===== src/rtl/fetch_pkg.sv =====
// rtl/fetch_pkg.sv - shared types and constants for the instruction-fetch stage
package fetch_pkg;

    typedef logic [31:0] word_t;

    typedef struct packed {
        word_t pc;
        word_t instr;
    } fetch_entry_t;

    localparam word_t PC_STEP    = 32'd4;
    localparam word_t R15_OFFSET = 32'd8;

    function automatic word_t align_word(input word_t addr);
        return addr & ~word_t'(3);
    endfunction

endpackage


===== src/rtl/fetch_queue.sv =====
// rtl/fetch_queue.sv - DEPTH-entry FIFO of fetched {pc, instr} pairs with flush
module fetch_queue
    import fetch_pkg::*;
#(
    parameter int DEPTH = 2
) (
    input  logic         clk,
    input  logic         rst,
    input  logic         push,
    input  logic         pop,
    input  logic         flush,
    input  fetch_entry_t wdata,
    output logic         full,
    output logic         empty,
    output fetch_entry_t head
);

    localparam int PW = $clog2(DEPTH);
    localparam int CW = $clog2(DEPTH + 1);

    fetch_entry_t  mem [DEPTH];
    logic [PW-1:0] rd_ptr;
    logic [PW-1:0] wr_ptr;
    logic [CW-1:0] count;

    function automatic logic [PW-1:0] bump(input logic [PW-1:0] p);
        return (p == PW'(DEPTH - 1)) ? '0 : p + PW'(1);
    endfunction

    // Storage is cleared on reset so the head reads as zero before any fetch.
    always_ff @(posedge clk or posedge rst) begin
        if (rst) begin
            rd_ptr <= '0;
            wr_ptr <= '0;
            count  <= '0;
            for (int i = 0; i < DEPTH; i++) begin
                mem[i] <= '0;
            end
        end else if (flush) begin
            rd_ptr <= '0;
            wr_ptr <= '0;
            count  <= '0;
        end else begin
            if (push) begin
                mem[wr_ptr] <= wdata;
                wr_ptr      <= bump(wr_ptr);
            end
            if (pop) begin
                rd_ptr <= bump(rd_ptr);
            end
            case ({push, pop})
                2'b10:   count <= count + CW'(1);
                2'b01:   count <= count - CW'(1);
                default: count <= count;
            endcase
        end
    end

    assign full  = (count == CW'(DEPTH));
    assign empty = (count == '0);
    assign head  = mem[rd_ptr];

endmodule


===== src/rtl/fetch_unit.sv =====
// rtl/fetch_unit.sv - PC owner, imem fetch, decode queue and redirect; FETCH_BOUND_EN adds the memory bound stop
module fetch_unit
    import fetch_pkg::*;
#(
    parameter word_t RESET_PC  = 32'h0000_0000,
    parameter int    DEPTH     = 2,
    parameter int    MEM_WORDS = 101
) (
    input  logic        clk,
    input  logic        rst,
    output logic [31:0] imem_addr,
    input  logic [31:0] imem_rd,
    input  logic        redirect_valid,
    input  logic [31:0] redirect_pc,
    output logic        dec_valid,
    input  logic        dec_ready,
    output logic [31:0] dec_instr,
    output logic [31:0] dec_pc,
    output logic [31:0] dec_pc_plus8,
    output logic        out_of_range
);

    word_t        pc;
    logic         push;
    logic         pop;
    logic         stop;
    logic         bound_hit;
    logic         q_full;
    logic         q_empty;
    fetch_entry_t q_head;
    fetch_entry_t q_wdata;

    assign imem_addr = pc;
    assign bound_hit = ({2'b00, pc[31:2]} >= 32'(MEM_WORDS));

`ifdef FETCH_BOUND_EN
    logic oor_q;

    assign stop = bound_hit;

    // pc only moves by push or redirect, so stop persists until a redirect lands.
    always_ff @(posedge clk or posedge rst) begin
        if (rst) begin
            oor_q <= 1'b0;
        end else begin
            oor_q <= stop & ~redirect_valid;
        end
    end

    assign out_of_range = oor_q;
`else
    logic unused_bound;

    assign unused_bound = bound_hit;
    assign stop         = 1'b0;
    assign out_of_range = 1'b0;
`endif

    assign dec_valid = ~q_empty;
    assign pop       = dec_valid & dec_ready;
    assign push      = ~redirect_valid & (~q_full | pop) & ~stop;

    assign q_wdata.pc    = pc;
    assign q_wdata.instr = imem_rd;

    always_ff @(posedge clk or posedge rst) begin
        if (rst) begin
            pc <= align_word(RESET_PC);
        end else if (redirect_valid) begin
            pc <= align_word(redirect_pc);
        end else if (push) begin
            pc <= pc + PC_STEP;
        end
    end

    // A pop in the redirect cycle still retires; flush only drops what remains.
    fetch_queue #(
        .DEPTH (DEPTH)
    ) u_queue (
        .clk   (clk),
        .rst   (rst),
        .push  (push),
        .pop   (pop),
        .flush (redirect_valid),
        .wdata (q_wdata),
        .full  (q_full),
        .empty (q_empty),
        .head  (q_head)
    );

    assign dec_instr    = q_head.instr;
    assign dec_pc       = q_head.pc;
    assign dec_pc_plus8 = q_head.pc + R15_OFFSET;

endmodule


===== config.mk =====
export PLATFORM = sky130hd
export DESIGN_NAME = fetch_unit
export DESIGN_NICKNAME = d
export VERILOG_FILES = /design/src/rtl/fetch_pkg.sv /design/src/rtl/fetch_queue.sv /design/src/rtl/fetch_unit.sv
export SDC_FILE = /design/constraint.sdc
export NUM_CORES = 1
export LEC_CHECK = 0
export ABC_CLOCK_PERIOD_IN_PS = 6100
export CAP_MARGIN = 30
export CORE_UTILIZATION = 50
export DETAILED_ROUTE_END_ITERATION = 8
export PLACE_DENSITY_LB_ADDON = 0.05
export SLEW_MARGIN = 20
export SYNTH_ARGS = -nofsm -noshare
export SYNTH_HDL_FRONTEND = slang
export SYNTH_HIERARCHICAL = 1
export SYNTH_SLANG_ARGS = --single-unit

===== constraint.sdc =====
create_clock -name clk -period 6.1 [get_ports clk]
set_clock_uncertainty 0.2 [all_clocks]
set_input_delay 1.22 -clock clk [delete_from_list [all_inputs] [get_ports clk]]
set_output_delay 1.22 -clock clk [all_outputs]
set_load 0.05 [all_outputs]

; Word-level counts from Yosys, hierarchy flattened
; Cells that the tools add are included.
[word_totals]
regBits = 164
inputBits = 68
out_inout_bits = 130
word_cells = 50
[classes]
n_addsub = 6
magnitude_cmp = 3
eq_ne = 3
muxes = 16
bitwise_logic = 8
reduce_logical = 6
[ops]
columns = cell, n
row1 = $mux 64, 4
row2 = $bwmux 128, 1
row3 = $demux 64 s1, 1
row4 = $mux 32, 2
row5 = $add 32x3->32 const B, 1
row6 = $add 32x4->32 const B, 1
row7 = $mux 1, 6
row8 = $eq 2x2->1 const B, 2
row9 = $ge 2x2->1 const B, 2
row10 = $not 1->2, 2
row11 = $pmux 2 s2, 1
row12 = $reduce_bool 2->1, 2
row13 = $not 1->1, 3
row14 = $reduce_bool 3->1, 1
row15 = $add 1x1->1 const B, 2
row16 = $add 2x1->2 const B, 1
row17 = $and 1x1->1, 2
row18 = $eq 2x1->1 const B, 1
row19 = $logic_not 2->1, 1
row20 = $lt 2x1->1 const B, 1
row21 = $mux 2, 1
row22 = $reduce_and 2->1, 1
row23 = $sub 2x1->2 const B, 1
row24 = $logic_and 1x1->1, 1
row25 = $or 1x1->1, 1

; Longest topological paths before layout
; Gate-level depths: netlist of run 1.
[logic_depth]
word_depth = 8
depth_mapped = 9
mapped_depth_nobuf = 7

; Hierarchy
; The synthesis of run 1 kept the hierarchy.
[modules_own_cells]
columns = module, n_inst, cells_per_inst, area_per_inst_um2, seq_area_each_um2
row1 = fetch_queue, 1, 362, 6047.0, 3303.2
row2 = fetch_unit, 1, 287, 2298.5, 750.7

; Least setup slack after synthesis of run 1
; Ideal clock, no wire load.
[synth_timing]
kind = register to output
startpoint = register u_queue.rd_ptr
endpoint = output port dec_pc_plus8[26]
t_arrival_ps = 3181
slack_ps = 1499
path_stages_with_launch = 10
path_cell_list = dfrtp_1 -> buf_2 -> buf_2 -> mux2_2 -> nand4_2 -> or4_1 -> buf_2 -> or3_4 -> nor2_2 -> xor2_1
[synth_between]
elab_chain_len = 5
[synth_lines]
columns = element, line_no
row1 = from (decl), fetch_queue.sv:22  ; logic [PW-1:0] rd_ptr;
row2 = from (signal assigned), fetch_queue.sv:49  ; rd_ptr <= bump(rd_ptr);
row3 = $not 1->2 (not written as such), fetch_queue.sv:61  ; assign head = mem[rd_ptr];
row4 = $mux 64 (not written as such) (3 in a row), fetch_queue.sv:61
row5 = net dec_pc[8], fetch_unit.sv:18  ; output logic [31:0] dec_pc,
row6 = $add 32x4->32, fetch_unit.sv:93  ; assign dec_pc_plus8 = q_head.pc + R15_OFFSET;
row7 = to (decl), fetch_unit.sv:19  ; output logic [31:0] dec_pc_plus8,
; The timed path passes the listed nets, and every way through them passes these cells. The select of a mux whose other input is x is not followed.

; Final worst setup path of run 1
[layout_timing]
startpoint = register u_queue.rd_ptr
endpoint = output port dec_pc_plus8[31]
[layout_between]
elab_chain_len = 5
[layout_lines]
columns = element, line_no
row1 = $not 1->2 (not written as such), fetch_queue.sv:61
row2 = $mux 64 (not written as such) (3 in a row), fetch_queue.sv:61
row3 = $add 32x4->32, fetch_unit.sv:93
; No other way between the ends. The select of a mux whose other input is x is not followed.

==> results.md, run 1 <==
* Synth Area in Compound Gates at 2.174%
* Synthesized instance count at 649
* Largest net degree at the start of global routing at 96
* Sum Neg Setup Slack at 0 ns
* WS Path Type: register to primary output
* I/O pin count at 198
* 1st-iter DRT viols at 240
* Nets at 914
* Crit share post-route at 85.21%
* Crit. End Element: primary output
* Rel. slew slack at 33.64%
* Initial Utilization at 51.79%
* Post-synthesis register bit count at 162
* Tmin final at 5.198 ns
* Synth Area in XOR/XNOR at 6.087%
* Final WS setup at 0.9025 ns
* Layout cells sized above 1 at 29.64%
* Proportion of synthesized area in mux cells at 29.54%
* Post-CTS Hold Buffers at 0
* Sequential share of the synthesized area at 48.58%
* Worst Path Arrival at 3.78 ns
* Full die area at 17210 µm²
* Total clock buffers created by CTS at 17
* Synthesis warning total at 6
* Syn_area_per_cell at 12.86 µm²
* Detailed placement HPWL at 13.15 mm
* CTS tree: yes
* Crit path required time at 4.68 ns
* ANT nets after route at 0
* Fmax achieved at 192.4 MHz
* CP startpoint kind: register
* GRT overflow at 0
* Commonest non-fill, non-tap cell in the layout: clkdlybuf4s50_1
* Most frequent cells in the layout: clkdlybuf4s50_1 (191), dfrtp_1 (161), mux2_2 (138)
* Diode count at 0
* Total GRT Usage at 23.27%
* Final wirelength at 19.17 mm
* Clock latency on the worst-skew pair at 0.42 ns
* Clock H-tree levels at 4
* Simple-gate area share of the yosys netlist at 8.981%
* Tightest Pin Transition at 0.9871 ns
* Main combinational cell family by area after synthesis: multiplexers
* Via count at 5701
* Routed WL per cell at 17.86 µm
* # Max-Cap Violations at 0
* Reg clk slew, reported paths at 0.06 ns
* Via density at 5.313
* Leak at 0.004598 µW
* RSZ-0062 raised after global routing: no
* Area growth from synthesis to layout at 31.78%
* First-pass GRT wire length at 31.63 mm
* Crit Path Max Fanout at 20
* Clk sink count at 162
* Vert. Die Dim at 131.2 µm
* Remaining DRCs at 0
* Pre-CTS setup slack at 1.314 ns
* Initial DRT Pass Iterations at 4
* Hold crit path type: register to register
* Core Area at 16120 µm²
* Final setup violation count at 0
* Rows at 46
* Cell area after synthesis at 8346 µm²
* Adder-Cell Fraction of Synth Area at 0.2999%
* Antenna violations before repair at 0
* Worst VDD drop at 427.2 µV
* Final Wtd Congestion at 0.8460
* Cts repair resizes at 0
* Root Driver: clkbuf_16
* Die W at 131.2 µm
* Yosys cell types at 42
* Outcome: complete, no violations
* Clock buffer depth at 2
* Max-slew violations at 0
* Vias in the first global route at 6026
* Hold Fails Final Rpt at 0
* PwrDens at 622.8 nW/µm²
* Post-CTS setup buffer count at 0
* Input/output buffers at 192
-- critical path, stage by stage (launching register included) --
cell and delay (ns):
dfrtp_2 0.67, mux2_2 0.31, ha_1 0.23, nand4_1 0.21
nor3_1 0.33, buf_4 0.20, nand3b_1 0.18, nor3_1 0.24
xor2_1 0.16, clkdlybuf4s50_1 0.82
-- where the power goes --
part	internal (µW)	switching, µW
logic	1570	2390
clock network	660	439
registers	1510	285
-- cell usage after synthesis --
cell type  count  area, µm²
nand4_2        1      12.51
clkbuf_1       6      22.52
o21ai_0       25      125.1
or3_2          1      7.510
mux2_4        60      900.9
or2_2          1      6.260
or4_1          2      15.01
nor3_1         6      30.03
o211ai_1       1      7.510
and3b_2        1      10.01
buf_4          7      52.55
dfrtp_1      162       4054
xnor2_1       34      297.8
nand2b_1       1      6.260
mux2i_1        1      10.01
nor2b_1        2      12.51
mux2_2       138       1554
ha_1           2      25.02
nand3b_1       2      15.01
nand3_1       19      95.09
nor3b_2        1      12.51
a211o_1        1      8.760
buf_2          8      40.04
nand4_1       20      125.1
nand2_1       48      180.2
and4_1         1      8.760
nor4_1         1      6.260
or3_4          1      11.26
nor4_2         1      12.51
inv_1         12      45.04
and3_1         6      37.54
and2_1         2      12.51
buf_12         6      120.1
conb_1         1      3.750
buf_6          7      78.83
nor2_1        26      97.59
xor2_1        24      210.2
nor2_2         2      12.51
o2111a_1       1      11.26
nor3b_1        3      22.52
a21oi_1        4      20.02
a2111oi_0      1      8.760
-- final timing paths --
check / startpoint / end / slack (ns) / cells past startpoint
max: u_queue/rd_ptr / dec_pc_plus8[31] / 0.90 / 9
min: u_queue/mem[24] / u_queue/mem[24] / 0.30 / 1
max reg2reg: u_queue/count[0] / u_queue/mem[124] / 3.27 / 6
min reg2reg: u_queue/mem[24] / u_queue/mem[24] / 0.30 / 1
max in group asynchronous: rst / u_queue/mem[87] / 3.57 / 4
min in group asynchronous: rst / u_queue/mem[42] / 0.96 / 2
-- per-layer routing --
| layer | track usage [%] | wire length [µm] | vias up |
|---|---|---|---|
| li1 | - | - | 2657 |
| met1 | 30.01 | 8628 | 2871 |
| met2 | 38.68 | 9423 | 152 |
| met3 | 5.131 | 807 | 21 |
| met4 | 7.778 | 306 | 0 |
| met5 | 0 | 0 | - |
-- layout make-up --
class                   instances  area (µm²)
flip-flops and latches        162        4055
clock buffers                  18       439.2
clock inverters                14       175.2
inverters                      12       50.05
repair buffers                204        2047
multi-input cells             447        3961
well taps                     216       270.3
fillers                      1181        5117
-- stage by stage --
step / instances / total power [µW] / hold slack [ns] / utilization (%) / cell area, µm²
6_report: 1073 / 6850 / 0.3000 / 68.25 / 11000
5_1_grt: 1073 / 7150 / 0.3179 / 68.25 / 11000
4_1_cts: 1071 / 6900 / 0.3024 / 67.90 / 10940
3_5_place_dp: 1039 / 5763 / 0.2869 / 64.09 / 10330
3_3_place_gp: 1039 / 5682 / 0.2810 / 64.09 / 10330
2_1_floorplan: 655 / 4617 / 0.2736 / - / 8368
-- cell families (layout without fill, tap and decap cells) --
family	after synthesis	after routing
DFF	162	162
muxes	199	199
and+or+nand+nor	148	148
xor gates and xnor gates	58	58
other	1	7
AOI/OAI and AO/OA	33	33
adders and majority gates	2	2
buffers and inverters	46	248
-- state kept, by name, indices dropped and copies added, names as in the netlist --
| name | flops |
|---|---|
| u_queue/rd_ptr | 1 |
| imem_addr | 30 |
| u_queue/mem | 128 |
| u_queue/wr_ptr | 1 |
| u_queue/count | 2 |
(Power assumes the default switching activity.)
==> run 2, diff against run 1 <==
CORE_MARGIN = 2   (was default)
CORE_UTILIZATION = 51   (was 50)
MAX_ROUTING_LAYER = met4   (was default)
==> run 2 against run 1 <==
Effect of this change:
- combinational power is essentially flat
- highest routed layer unchanged
- worst setup slack lost 0.18 ns
- critical path depth shrank 1
- critical path type unchanged
- worst hold slack gained 0.0032 ns
- largest cell class unchanged
- largest power group unchanged
- sequential share of layout area grew 0.13 points
- register-to-register slack lost 0.18 ns
==> results.md, run 2 (synthesis gave the netlist of run 1 again) <==
* Largest net degree at the start of global routing at 100
* Multi-input gate area at 3961 µm²
* Commonest non-fill, non-tap cell in the layout: clkdlybuf4s50_1
* Worst Path Arrival at 3.96 ns
* ANT nets after route at 0
* Max FFs per register at 128
* Clk sink count at 162
* Hold crit path type: register to register
* Reg clk slew, reported paths at 0.06 ns
* Core Area at 15940 µm²
* Via density at 5.283
* Max-slew violations at 0
* Clock latency on the worst-skew pair at 0.42 ns
* Finished Core Util at 68.73%
* Antenna violations before repair at 0
* Detailed placement HPWL at 13.05 mm
* Tightest Pin Transition at 0.9804 ns
* M2 GR Usage at 37.70%
* RSZ-0062 raised after global routing: no
* Rel. slew slack at 34.64%
* Top reg by flops: u_queue/mem
* Fmax achieved at 185.8 MHz
* Post-CTS setup buffer count at 0
* Leak at 0.004581 µW
* CTS tree: yes
* 1st-iter DRT viols at 291
* Hold Fails Final Rpt at 0
* CP startpoint kind: register
* Pre-CTS setup slack at 1.144 ns
* Switching power at 3142 µW
* Final setup violation count at 0
* Vert. Die Dim at 131.9 µm
* Internal power at 3691 µW
* Clock H-tree levels at 4
* I/O pin count at 198
* Remaining DRCs at 0
* Rows at 46
* Sequential fraction of design power at 26.2%
* Vias in the first global route at 5943
* Die W at 131.9 µm
* Total GRT Usage at 23.27%
* Combinational power share at 58.0%
* Diode count at 0
* Top Usage Layer GRT: met2
* Final wirelength at 19.12 mm
* Met3 Use GR at 5.767%
* Total clock buffers created by CTS at 17
* Crit. End Element: primary output
* Initial Utilization at 52.35%
* Post-CTS Hold Buffers at 0
* GRT overflow at 0
* Fillers at 1217
* Switching Share at 45.98%
* Nets at 911
* # Max-Cap Violations at 0
* Via count at 5653
* Routed WL per cell at 17.87 µm
* Area growth from synthesis to layout at 31.30%
* Tmin final at 5.382 ns
* Crit share post-route at 88.23%
* Cts repair resizes at 0
* Worst VDD drop at 471.0 µV
* Final WS setup at 0.7178 ns
* Clock buffer depth at 2
* Full die area at 17400 µm²
* Crit Path Max Fanout at 47
* Final Wtd Congestion at 0.8508
* Crit path required time at 4.68 ns
* Most frequent cells in the layout: clkdlybuf4s50_1 (191), dfrtp_1 (161), mux2_2 (138)
* Layout cells sized above 1 at 29.39%
* First-pass GRT wire length at 31.43 mm
* Outcome: complete, no violations
* PwrDens at 623.5 nW/µm²
* Clock Power Share at 15.8%
* Seq. cell area at 4055 µm²
* GR Util met1 at 29.45%
* Input/output buffers at 192
* Sum Neg Setup Slack at 0 ns
* WS Path Type: register to primary output
* Root Driver: clkbuf_16
* Initial DRT Pass Iterations at 6
## run 2: cell count changes in the layout (fill, tap and decap cells not counted)
| cell | previous run | this run |
|---|---|---|
| buf_4 | 10 | 7 |
| inv_8 | 0 | 3 |
| clkinvlp_4 | 3 | 1 |
| bufinv_16 | 3 | 2 |
| clkbuf_1 | 0 | 1 |
| clkbuf_8 | 1 | 0 |
| clkinv_2 | 2 | 1 |
| inv_1 | 11 | 10 |
| inv_2 | 0 | 1 |
| inv_6 | 6 | 7 |
## run 2: worst paths after layout
check / cells past startpoint / slack (ns) / to / start
setup / recovery: 8 / 0.72 / dec_pc_plus8[28] / u_queue/rd_ptr
hold / removal: 1 / 0.30 / u_queue/mem[10] / u_queue/mem[10]
setup reg to reg: 6 / 3.09 / u_queue/mem[74] / u_queue/count[0]
hold reg to reg: 1 / 0.30 / u_queue/mem[10] / u_queue/mem[10]
max in group asynchronous: 4 / 3.63 / u_queue/mem[27] / rst
min in group asynchronous: 2 / 0.93 / u_queue/mem[111] / rst
## run 2: routing by layer
layer / routed length (µm) / vias up
li1: - / 2662
met1: 8557 / 2816
met2: 9412 / 164
met3: 977 / 11
met4: 171 / 0
met5: 0 / -
## run 2: power by group through the flow
stage                     sequential, µW  clock (µW)  combinational, µW
after global placement              1760           0               3920
after global routing                1850        1160               4130
after CTS                           1790        1100               3980
final                               1790        1080               3960
after floorplan                     1770           0               2840
after detailed placement            1800           0               3960
## run 2: per-stage QoR
stage               hold slack [ns]  instances  total power, µW  instance area, µm²
floorplan                    0.2736        655             4617                8368
global placement             0.2808       1036             5683               10310
detailed placement           0.2869       1036             5761               10310
CTS                          0.3029       1068             6870               10900
global route                 0.3096       1070             7135               10960
finish                       0.3032       1070             6833               10960
## run 2: cell type report
class	instances	area share (%)
tap	216	2.466
multi-input combinational	447	36.15
clock buffer	18	3.916
timing repair buffer	201	18.47
inverter	12	0.4567
sequential	162	37.01
clock inverter	14	1.530
## run 2: critical path, cell delays in order, from the launching register on
cell,delay (ns)
dfrtp_2,0.64
buf_4,0.67
mux2_2,0.35
and3_1,0.25
nand3_1,0.12
or3_4,0.41
nor2_2,0.12
xor2_1,0.15
clkdlybuf4s50_1,0.82
==> run 3, diff against run 2 <==
RECOVER_POWER = 50   (was default)
==> run 3 against run 2 <==
Effect of this change:
- the run now ends with capacitance limit, slew limit left
- sequential power is essentially flat
- total power shrank 0.49%
- global-route usage is the same
- largest cell class unchanged
==> results.md, run 3 (synthesis gave the netlist of run 1 again) <==
* Via density at 5.296
* Crit path required time at 4.68 ns
* Cts repair resizes at 0
* Remaining DRCs at 0
* Root Driver: clkbuf_16
* Final setup violation count at 0
* Crit share post-route at 88.21%
* Tightest Pin Transition at 2.039 ns
* Nets at 911
* Top reg by flops: u_queue/mem
* RSZ-0062 raised after global routing: no
* Vert. Die Dim at 131.9 µm
* Initial DRT Pass Iterations at 4
* Clk sink count at 162
* Max-slew violations at 96
* Final Wtd Congestion at 0.8508
* Die W at 131.9 µm
* ANT nets after route at 0
* Diode count at 0
* Worst Path Arrival at 3.96 ns
* Leak at 0.004549 µW
* Sum Neg Setup Slack at 0 ns
* Full die area at 17400 µm²
* Final wirelength at 19.14 mm
* Final WS setup at 0.7192 ns
* Total clock buffers created by CTS at 17
* PwrDens at 625.1 nW/µm²
* Max FFs per register at 128
* Clock buffer depth at 2
* Hold WS at 0.2936 ns
* Outcome: finished, violations left
* Antenna violations before repair at 0
* Detailed placement HPWL at 13.05 mm
* Area growth from synthesis to layout at 30.34%
* Vias in the first global route at 5943
* Tmin final at 5.381 ns
* Core Area at 15940 µm²
* Fmax achieved at 185.8 MHz
* Layout cells sized above 1 at 27.99%
* GRT overflow at 0
* Hold Fails Final Rpt at 0
* I/O pin count at 198
* Total Power at 6799 µW
* Reg clk slew, reported paths at 0.07 ns
* Commonest non-fill, non-tap cell in the layout: clkdlybuf4s50_1
* Hold crit path type: register to register
* 1st-iter DRT viols at 250
* Largest net degree at the start of global routing at 100
* Post-CTS setup buffer count at 0
* Clock H-tree levels at 4
* # Max-Cap Violations at 2
* Rel. slew slack at -35.91%
* WS Path Type: register to primary output
* Clock latency on the worst-skew pair at 0.42 ns
* CTS tree: yes
* Crit. End Element: primary output
* Worst VDD drop at 470.9 µV
* Routed WL per cell at 17.89 µm
* Crit Path Max Fanout at 47
* CP startpoint kind: register
* First-pass GRT wire length at 31.43 mm
* Via count at 5667
* Total GRT Usage at 23.27%
* Post-CTS Hold Buffers at 0
* Pre-CTS setup slack at 1.144 ns
* Rows at 46
* Input/output buffers at 192
* Most frequent cells in the layout: clkdlybuf4s50_1 (170), dfrtp_1 (161), mux2_2 (138)
* Initial Utilization at 52.35%
* Failing checks: capacitance limit, slew limit
[run 3: where the power goes]
group | leakage [µW] | internal [µW] | switching, µW
clock | 0.000292 | 619 | 462
sequential | 0.00195 | 1510 | 278
combinational | 0.00231 | 1540 | 2400
[run 3: through the flow]
stage               cells  area (µm²)  utilization (%)
floorplan             655        8368                -
global placement     1036       10310            64.64
detailed placement   1036       10310            64.64
CTS                  1068       10900            68.39
global route         1070       10880            68.23
finish               1070       10880            68.23
[run 3: path summary, 6_finish.rpt]
| path | start | to | slack (ns) | cells after the start |
|---|---|---|---|---|
| hold reg to reg | u_queue/mem[114] | u_queue/mem[114] | 0.29 | 1 |
| max in group asynchronous | rst | u_queue/mem[27] | 1.66 | 4 |
| setup / recovery | u_queue/rd_ptr | dec_pc_plus8[28] | 0.72 | 8 |
| hold / removal | u_queue/mem[114] | u_queue/mem[114] | 0.29 | 1 |
| min in group asynchronous | rst | u_queue/mem[42] | 1.14 | 2 |
| setup reg to reg | imem_addr[7] | imem_addr[24] | 2.96 | 5 |
[run 3: per-layer routing]
metal | wire, µm | vias to the layer above | part of all wire, % | global-route usage, %
met5 | 0 | - | 0 | -
li1 | - | 2660 | - | -
met4 | 171 | 0 | 0.89 | 5.797
met2 | 9448 | 165 | 49 | 37.70
met1 | 8552 | 2831 | 45 | 29.45
met3 | 970 | 11 | 5.1 | 5.767
[run 3: critical path: stages, from the launching register on]
cell,delay (ns)
dfrtp_2,0.64
buf_4,0.66
mux2_2,0.35
and3_1,0.25
nand3_1,0.12
or3_4,0.41
nor2_2,0.12
xor2_1,0.15
clkdlybuf4s50_1,0.82
[run 3: area by class of cell]
type,instances,area (µm²)
Sequential cell,162,4055
Clock buffer,18,429.2
Tap cell,216,270.3
Fill cell,1232,5065
Inverter,12,46.29
Multi-Input combinational cell,447,3914
Timing Repair Buffer,201,1996
Clock inverter,14,167.7
